[src/rtl/trace_tag.sv]
// Instruction trace tagger: follows each fetched instruction through the I/X/M/R
// stages with a unique 32-bit ID and reports stage entry, retirement and flush kills.
module trace_tag #(
  parameter logic [31:0] ID_INIT = 32'd0
) (
  input  logic        clk,
  input  logic        reset,
  input  logic        if_v,
  input  logic        stall,
  input  logic        flush,
  output logic        inst_v_i,
  output logic        inst_v_x,
  output logic        inst_v_m,
  output logic        inst_v_r,
  output logic [31:0] ci,
  output logic [31:0] cx,
  output logic [31:0] cm,
  output logic [31:0] cr,
  output logic        kill_v,
  output logic [31:0] ck,
  output logic [31:0] ret_cnt
);

  logic [31:0] next_id;
  logic        i_v, i_first;
  logic        x_v, x_first;
  logic        m_v, m_first;
  logic        r_v;

  always_ff @(posedge clk or negedge reset) begin
    if (!reset) begin
      next_id <= ID_INIT;
      i_v     <= 1'b0;
      i_first <= 1'b0;
      x_v     <= 1'b0;
      x_first <= 1'b0;
      m_v     <= 1'b0;
      m_first <= 1'b0;
      r_v     <= 1'b0;
      ci      <= 32'd0;
      cx      <= 32'd0;
      cm      <= 32'd0;
      cr      <= 32'd0;
      kill_v  <= 1'b0;
      ck      <= 32'd0;
      ret_cnt <= 32'd0;
    end else begin
      // M -> R: M never stalls, so its occupant always leaves after one cycle
      r_v    <= m_v;
      kill_v <= 1'b0;
      if (m_v) begin
        cr      <= cm;
        ret_cnt <= ret_cnt + 32'd1;
      end
      if (flush) begin
        // X -> M survives the redirect; the I occupant and the fetch are dropped
        m_v     <= x_v;
        m_first <= x_v;
        if (x_v) cm <= cx;
        x_v     <= 1'b0;
        x_first <= 1'b0;
        i_v     <= 1'b0;
        i_first <= 1'b0;
        kill_v  <= i_v;
        if (i_v) ck <= ci;
      end else if (stall) begin
        m_v     <= 1'b0;
        m_first <= 1'b0;
        x_first <= 1'b0;
        i_first <= 1'b0;
      end else begin
        // I -> X -> M shift, new fetch enters I and consumes an ID
        m_v     <= x_v;
        m_first <= x_v;
        if (x_v) cm <= cx;
        x_v     <= i_v;
        x_first <= i_v;
        if (i_v) cx <= ci;
        i_v     <= if_v;
        i_first <= if_v;
        if (if_v) begin
          ci      <= next_id;
          next_id <= next_id + 32'd1;
        end
      end
    end
  end

  assign inst_v_i = i_v & i_first;
  assign inst_v_x = x_v & x_first;
  assign inst_v_m = m_v & m_first;
  assign inst_v_r = r_v;

endmodule

[config.mk]
export PLATFORM = sky130hd
export DESIGN_NAME = trace_tag
export DESIGN_NICKNAME = d
export VERILOG_FILES = /design/src/rtl/trace_tag.sv
export SDC_FILE = /design/constraint.sdc
export NUM_CORES = 1
export LEC_CHECK = 0
export BUFFER_PORTS_ARGS = -buffer_cell sky130_fd_sc_hd__buf_2
export CAP_MARGIN = 20
export CORE_MARGIN = 4
export CORE_UTILIZATION = 50
export DETAILED_ROUTE_END_ITERATION = 10
export GPL_ROUTABILITY_DRIVEN = 0
export PLACE_DENSITY = 0.74
export SYNTH_ARGS = -nofsm -noshare
export SYNTH_HDL_FRONTEND = slang
export SYNTH_SLANG_ARGS = --single-unit
[constraint.sdc]
create_clock -name clk -period 3.75 [get_ports clk]
set_input_delay 0.375 -clock clk [delete_from_list [all_inputs] [get_ports clk]]
set_output_delay 0.375 -clock clk [all_outputs]
set_load 0.05 [all_outputs]
==> key figures, run 1 <==
Yosys
  – Synth area leader: dfrtp_1
  – Synth area leaders: dfrtp_1, mux2_2, xnor2_1
  – Dominant synthesized flop cell: dfrtp_1
  – Yosys cell types: 31
  – Mapped Cells: 612
  – Register area share after synthesis: 0.6350
  – Ys Warns: 0
  – Async SR Flop Fraction: 1.000
  – Syn Area/Cell: 14.88 µm²
  – Syn_nets: between 600 and 700
  – EDFF count, synth: 0
  – Synth top area share: 0.6350
  – Synth Cell Area: 9104 µm²
  – Flops & latches, synth: 231

Place
  – PortBufs: 201
  – Post-DP HPWL: 13.68 mm
  – Setup slack at placement: 1.052 ns
  – Placed cell area: 10390 µm²

Timing
  – Final setup fails: 0
  – Pins Over Slew Limit: 0
  – Unrepaired setup endpoints after global routing: false
  – Final Cycle Share: 0.6533
  – Fin. Hold Viols: 0
  – Slew margin rel.: 0.3519
  – Min Tclk post-route: 2.450 ns
  – Final Skew: 0.01076 ns
  – F_max: 408.2 MHz
  – PnR worst setup slack: 1.300 ns
  – Worst slew pin tran: roughly 0.97 ns
  – Sum of negative setup slack: 0 ns

Global routing
  – GRT Residual Overflow: 0
  – First-pass GRT wire length: approximately 32 mm
  – Most Crowded Layer GR: met2
  – Initial antenna violation count: 0
  – Met3 Use GR: 0.02679
  – Largest net degree at the start of global routing: 118
  – Grt met2 use: 0.3257
  – Grt met1 use: 0.2644
  – Vias in the first global route: 5873
  – GRT Util Overall: 0.1923

Critical path
  – Cells on worst reg2reg path: 4
  – Worst path cell trace: and4_1 -> nand4_1 -> nor4_1 -> xor2_1
  – Critical Path Source: m_first
  – FF-to-FF End: ret_cnt[19]
  – CP Capture Point: ret_cnt[19]
  – Startpoint types: flip-flop
  – Cell with the biggest individual delay on the critical path: dfrtp_2
  – R2R Setup Slk: 1.30 ns
  – Critical path required time: 4.12 ns
  – CP max FO: 23
  – Critical Path AT: 2.82 ns
  – Crit. End Element: flip-flop
  – RR Startpoint: m_first
  – Crit-path max cell delay: 0.73 ns
  – Critical path type: reg2reg

CTS
  – Clock latency on the worst-skew pair: ~0.50 ns
  – H-tree depth: 1
  – Clk buf depth: 3
  – TritonCTS clock tree: done
  – Post-CTS Resized: 0
  – Clk root buf: clkbuf_16
  – Hold-fix buffer count after cts: 1
  – CTS buffer count: 25
  – Total setup buffers inserted after CTS: 0
  – Clk sinks: 231
  – CTS clk-pin slew, worst paths: approximately 0.06 ns

Final layout
  – Antenna Diode Count: 0
  – Final Cell Area: around 11000 µm²
  – Multi-input gate area: 3187 µm²
  – P&R area growth vs syn: 23.45%
  – Share of layout cells above drive strength 1: 0.5048
  – Final design utilization: 0.6256
  – # fillers: 1401
  – Sequential Area: 5782 µm²
  – Net count, final: 831

Drt
  – Final ANT Viol Nets: 0
  – DR WL/cell: 18.41 µm
  – Drt initial violations: 226
  – Via count: ~5700
  – Pre-antenna DRT Iters: 4
  – Via density: 5.305
  – Routed WL: between 15 and 20 mm
  – # DRC: 0

Job
  – MaxCap Viol Count: 0

Die
  – Row count: 49
  – Top Ports: ~200
  – Core area: 17960 µm²
  – Full die area: 20430 µm²
  – Die height: 142.9 µm
  – Die X: 142.9 µm
  – Starting Density: 0.5068

Power and ir drop
  – Pwr Density: 546.2 nW/µm²
  – VDD IR max: 0.4503 mV
  – Total Power: 0.006138 W
  – Static leakage: around 6.2 nW

Worst hold path
  – Hold Crit Class: in2reg

Outcome
  – Status: finished clean
per-layer routing:
layer  vias up  part of all wire
met5         -                 0
met4         0             0.020
met3        32             0.045
met2       143              0.51
met1      2919              0.43
li1       2577                 -
stage by stage:
stage	hold WS [ns]	cells
2_1_floorplan	0.07941	612
3_3_place_gp	0.4690	1023
3_5_place_dp	0.4791	1024
4_1_cts	0.1483	1068
5_1_grt	0.1699	1069
6_report	0.1739	1069
cells by family (layout without fill, tap and decap cells):
logic type	count (synthesis)	in the layout	share of synthesized area
compound gates	1	1	0.0005492
flops	231	231	0.6350
buf+inv	36	264	0.01718
mux	164	164	0.2026
xor+xnor	62	62	0.05965
simple gates	116	116	0.08233
fa+ha+maj	2	2	0.002748
where the power goes:
group	internal [W]	switching, W	leakage [nW]	total (W)
sequential	0.00265	0.000152	3.17	0.00280
combinational	0.000230	0.000652	2.62	0.000882
clock	0.00152	0.000932	0.408	0.00245
total	0.00440	0.00174	6.20	0.00614
worst max-delay path: cells and delay by family (launching register included):
kind | cells | cell delay, ns
and+or+nand+nor | 3 | 1.46
DFF | 1 | 0.73
xor gates and xnor gates | 1 | 0.12
cell type report:
type | count | area share
Sequential cell | 231 | 0.5145
Inverter | 11 | 0.003674
Tap cell | 229 | 0.02550
Multi-Input combinational cell | 345 | 0.2836
Timing Repair Buffer | 210 | 0.09886
Clock inverter | 8 | 0.01047
Clock buffer | 35 | 0.06346
how the worst min path moves through the flow:
| stage | from | endpoint | slack (ns) | cells after the start |
|---|---|---|---|---|
| final | if_v | i_v | 0.17 | 3 |
| after global routing | if_v | i_v | 0.17 | 3 |
| after CTS | if_v | i_v | 0.15 | 3 |
| after detailed placement | ret_cnt[31] | ret_cnt[31] | 0.48 | 1 |
| after global placement | next_id[31] | next_id[31] | 0.47 | 1 |
| after floorplan | reset | ci[0] | 0.08 | 0 |
synthesized netlist by cell type (3+ instances only):
library cell / n
and3_1: 10
nand2_1: 17
buf_2: 11
dfrtp_1: 231
nor4_4: 3
and2_1: 6
nor4_1: 4
nor3_1: 8
xor2_1: 24
buf_1: 8
mux2_2: 162
xnor2_1: 38
and4_1: 9
inv_1: 11
nand4_1: 20
nand3_1: 18
nor2_1: 10
clkbuf_1: 5
sequential cells by signal, summed over array words and instances, names as in the netlist, 32 cells and up:
register / cells
ck: 32
cr: 32
cx: 32
cm: 32
ret_cnt: 32
next_id: 32
ci: 32
layout by cell type, fill, tap and decap left out, types with 11 or more instances in the layout:
master	synthesis	final
mux2_2	162	162
xnor2_1	38	38
clkbuf_16	0	25
xor2_1	24	24
buf_2	11	200
nand4_1	20	20
inv_1	11	11
nand2_1	17	16
nand3_1	18	18
dfrtp_1	231	230
No activity file was read; power rests on OpenSTA's default activity.
==> inputs of run 2 (changes only) <==
--- a/config.mk
+++ b/config.mk
@@ -8,10 +8,10 @@
 export BUFFER_PORTS_ARGS = -buffer_cell sky130_fd_sc_hd__buf_2
 export CAP_MARGIN = 20
 export CORE_MARGIN = 4
-export CORE_UTILIZATION = 50
+export CORE_UTILIZATION = 49
 export DETAILED_ROUTE_END_ITERATION = 10
 export GPL_ROUTABILITY_DRIVEN = 0
-export PLACE_DENSITY = 0.74
+export PLACE_DENSITY = 0.76
 export SYNTH_ARGS = -nofsm -noshare
 export SYNTH_HDL_FRONTEND = slang
 export SYNTH_SLANG_ARGS = --single-unit
==> constraint.sdc (replaced) <==
create_clock -name clk -period 2 [get_ports clk]
set_input_delay 0.2 -clock clk [delete_from_list [all_inputs] [get_ports clk]]
set_output_delay 0.2 -clock clk [all_outputs]
set_load 0.05 [all_outputs]
==> run 2 against run 1 <==
  * Final area grew 1.3%
  * Non-clock buffer count grew 17
  * Utilization grew 0.17 points
  * Worst setup slack lost 1.1 ns
  * Sequential power grew 88%
  * Maximum frequency grew 36%
  * Wire length shrank 5.9%
  * Final cell count grew 1.8%
  * Critical path type unchanged
  * Largest cell class unchanged
  * Largest power group unchanged
  * Highest routed layer unchanged
==> key figures, run 2 (synthesis results as in run 1) <==
Final layout
  – Commonest cells after routing, fill and taps aside: dfrtp_1, buf_2, mux2_2
  – Final design utilization: 0.6273
  – Multi-input gate area: 3199 µm²
  – P&R area growth vs syn: 25.06%
  – Antenna Diode Count: 0
  – Share of layout cells above drive strength 1: 0.5215
  – # fillers: 1414
  – Commonest non-fill, non-tap cell in the layout: dfrtp_1
  – Non-Filler Instances: 1088
  – Net count, final: 848
  – Sequential Area: 5793 µm²

Die
  – Core area: ~18000 µm²
  – Row count: 49
  – Full die area: 20820 µm²
  – Starting Density: 0.5017
  – Die X: 144.3 µm
  – Top Ports: 202
  – Die height: 144.3 µm

Timing
  – Final Skew: 0.007408 ns
  – F_max: 556.8 MHz
  – Pins Over Slew Limit: 0
  – Unrepaired setup endpoints after global routing: false
  – Hold_ws: 0.01950 ns
  – Worst slew pin tran: 0.5398 ns
  – Final Cycle Share: 0.8980
  – Final setup fails: 0
  – Slew margin rel.: 0.6401
  – Fin. Hold Viols: 0
  – Sum of negative setup slack: 0 ns
  – Min Tclk post-route: 1.796 ns

Drt
  – Via count: 5660
  – Pre-antenna DRT Iters: 4
  – Drt initial violations: 187
  – Via density: about 5.2
  – Final ANT Viol Nets: 0
  – # DRC: 0
  – Routed WL: 18.51 mm
  – DR WL/cell: 17.02 µm

Global routing
  – Largest net degree at the start of global routing: 67
  – First-pass GRT wire length: 30.39 mm
  – Vias in the first global route: 5628
  – Initial antenna violation count: 0
  – GRT Residual Overflow: 0
  – GRT Util Overall: 0.1788

Worst hold path
  – Hold Crit Class: in2reg

CTS
  – Clk root buf: clkbuf_16
  – CTS clk-pin slew, worst paths: 0.06 ns
  – Post-CTS Resized: 0
  – Clock latency on the worst-skew pair: around 0.50 ns
  – Clk buf depth: 3
  – Clk sinks: 231
  – CTS buffer count: 25
  – TritonCTS clock tree: done
  – H-tree depth: 1
  – Hold-fix buffer count after cts: 3
  – Total setup buffers inserted after CTS: 0

Power and ir drop
  – Pwr Density: 985.9 nW/µm²
  – VDD IR max: ~0.84 mV
  – Static leakage: about 6.3 nW
  – Total Power: 0.01122 W

Critical path
  – Startpoint types: flip-flop
  – Critical Path AT: ~2.2 ns
  – Critical path required time: 2.39 ns
  – Crit. End Element: flip-flop
  – Critical path type: reg2reg
  – CP max FO: 4
  – R2R Setup Slk: 0.20 ns

Job
  – MaxCap Viol Count: 0

Place
  – Dpl cells: about 1000
  – Post-DP HPWL: approximately 13 mm
  – PortBufs: approximately 200

Outcome
  – Status: finished clean
==> run 2: worst paths after layout <==
kind | startpoint | end | cells after the start
setup / recovery | ret_cnt[0] | ret_cnt[22] | 5
hold / removal | flush | x_v | 2
setup reg to reg | ret_cnt[0] | ret_cnt[22] | 5
hold reg to reg | ret_cnt[31] | ret_cnt[31] | 1
max in group asynchronous | reset | cm[24] | 3
min in group asynchronous | reset | cr[12] | 2
==> run 2: cell type report <==
class | count | share of cell area
Multi-Input combinational cell | 345 | 0.2810
Tap cell | 229 | 0.02517
Clock inverter | 9 | 0.006484
Clock buffer | 36 | 0.06122
Sequential cell | 231 | 0.5088
Timing Repair Buffer | 227 | 0.1136
Inverter | 11 | 0.003627
==> run 2: critical path: stages, from the launching register on <==
cell     delay (ns)
dfrtp_2        0.41
ha_4           0.15
and4_1         0.18
nand3_1        0.11
or4_2          0.69
xnor2_1        0.14
==> run 2: power breakdown <==
group | leakage (nW) | internal (W) | total (W) | switching, W
registers | 3.16 | 0.00497 | 0.00525 | 0.000275
clock network | 0.385 | 0.00255 | 0.00429 | 0.00174
logic | 2.72 | 0.000465 | 0.00169 | 0.00122
==> run 2: per-layer routing <==
metal | up-vias | GRT usage | routed length, µm | share of wire
met4 | 0 | 0.04664 | 316 | 0.017
met5 | - | 0 | 0 | 0
li1 | 2637 | - | - | -
met1 | 2872 | 0.2494 | 8118 | 0.44
met2 | 125 | 0.2982 | 9258 | 0.50
met3 | 26 | 0.02480 | 821 | 0.044
==> run 2: metrics by stage <==
| step | setup slack, ns | area, µm² |
|---|---|---|
| 2_1_floorplan | 0.003747 | 9129 |
| 3_3_place_gp | 0.2309 | 10580 |
| 3_5_place_dp | 0.1918 | 10580 |
| 4_1_cts | 0.1932 | 11380 |
| 5_1_grt | 0.1120 | 11380 |
| 6_report | 0.2040 | 11380 |
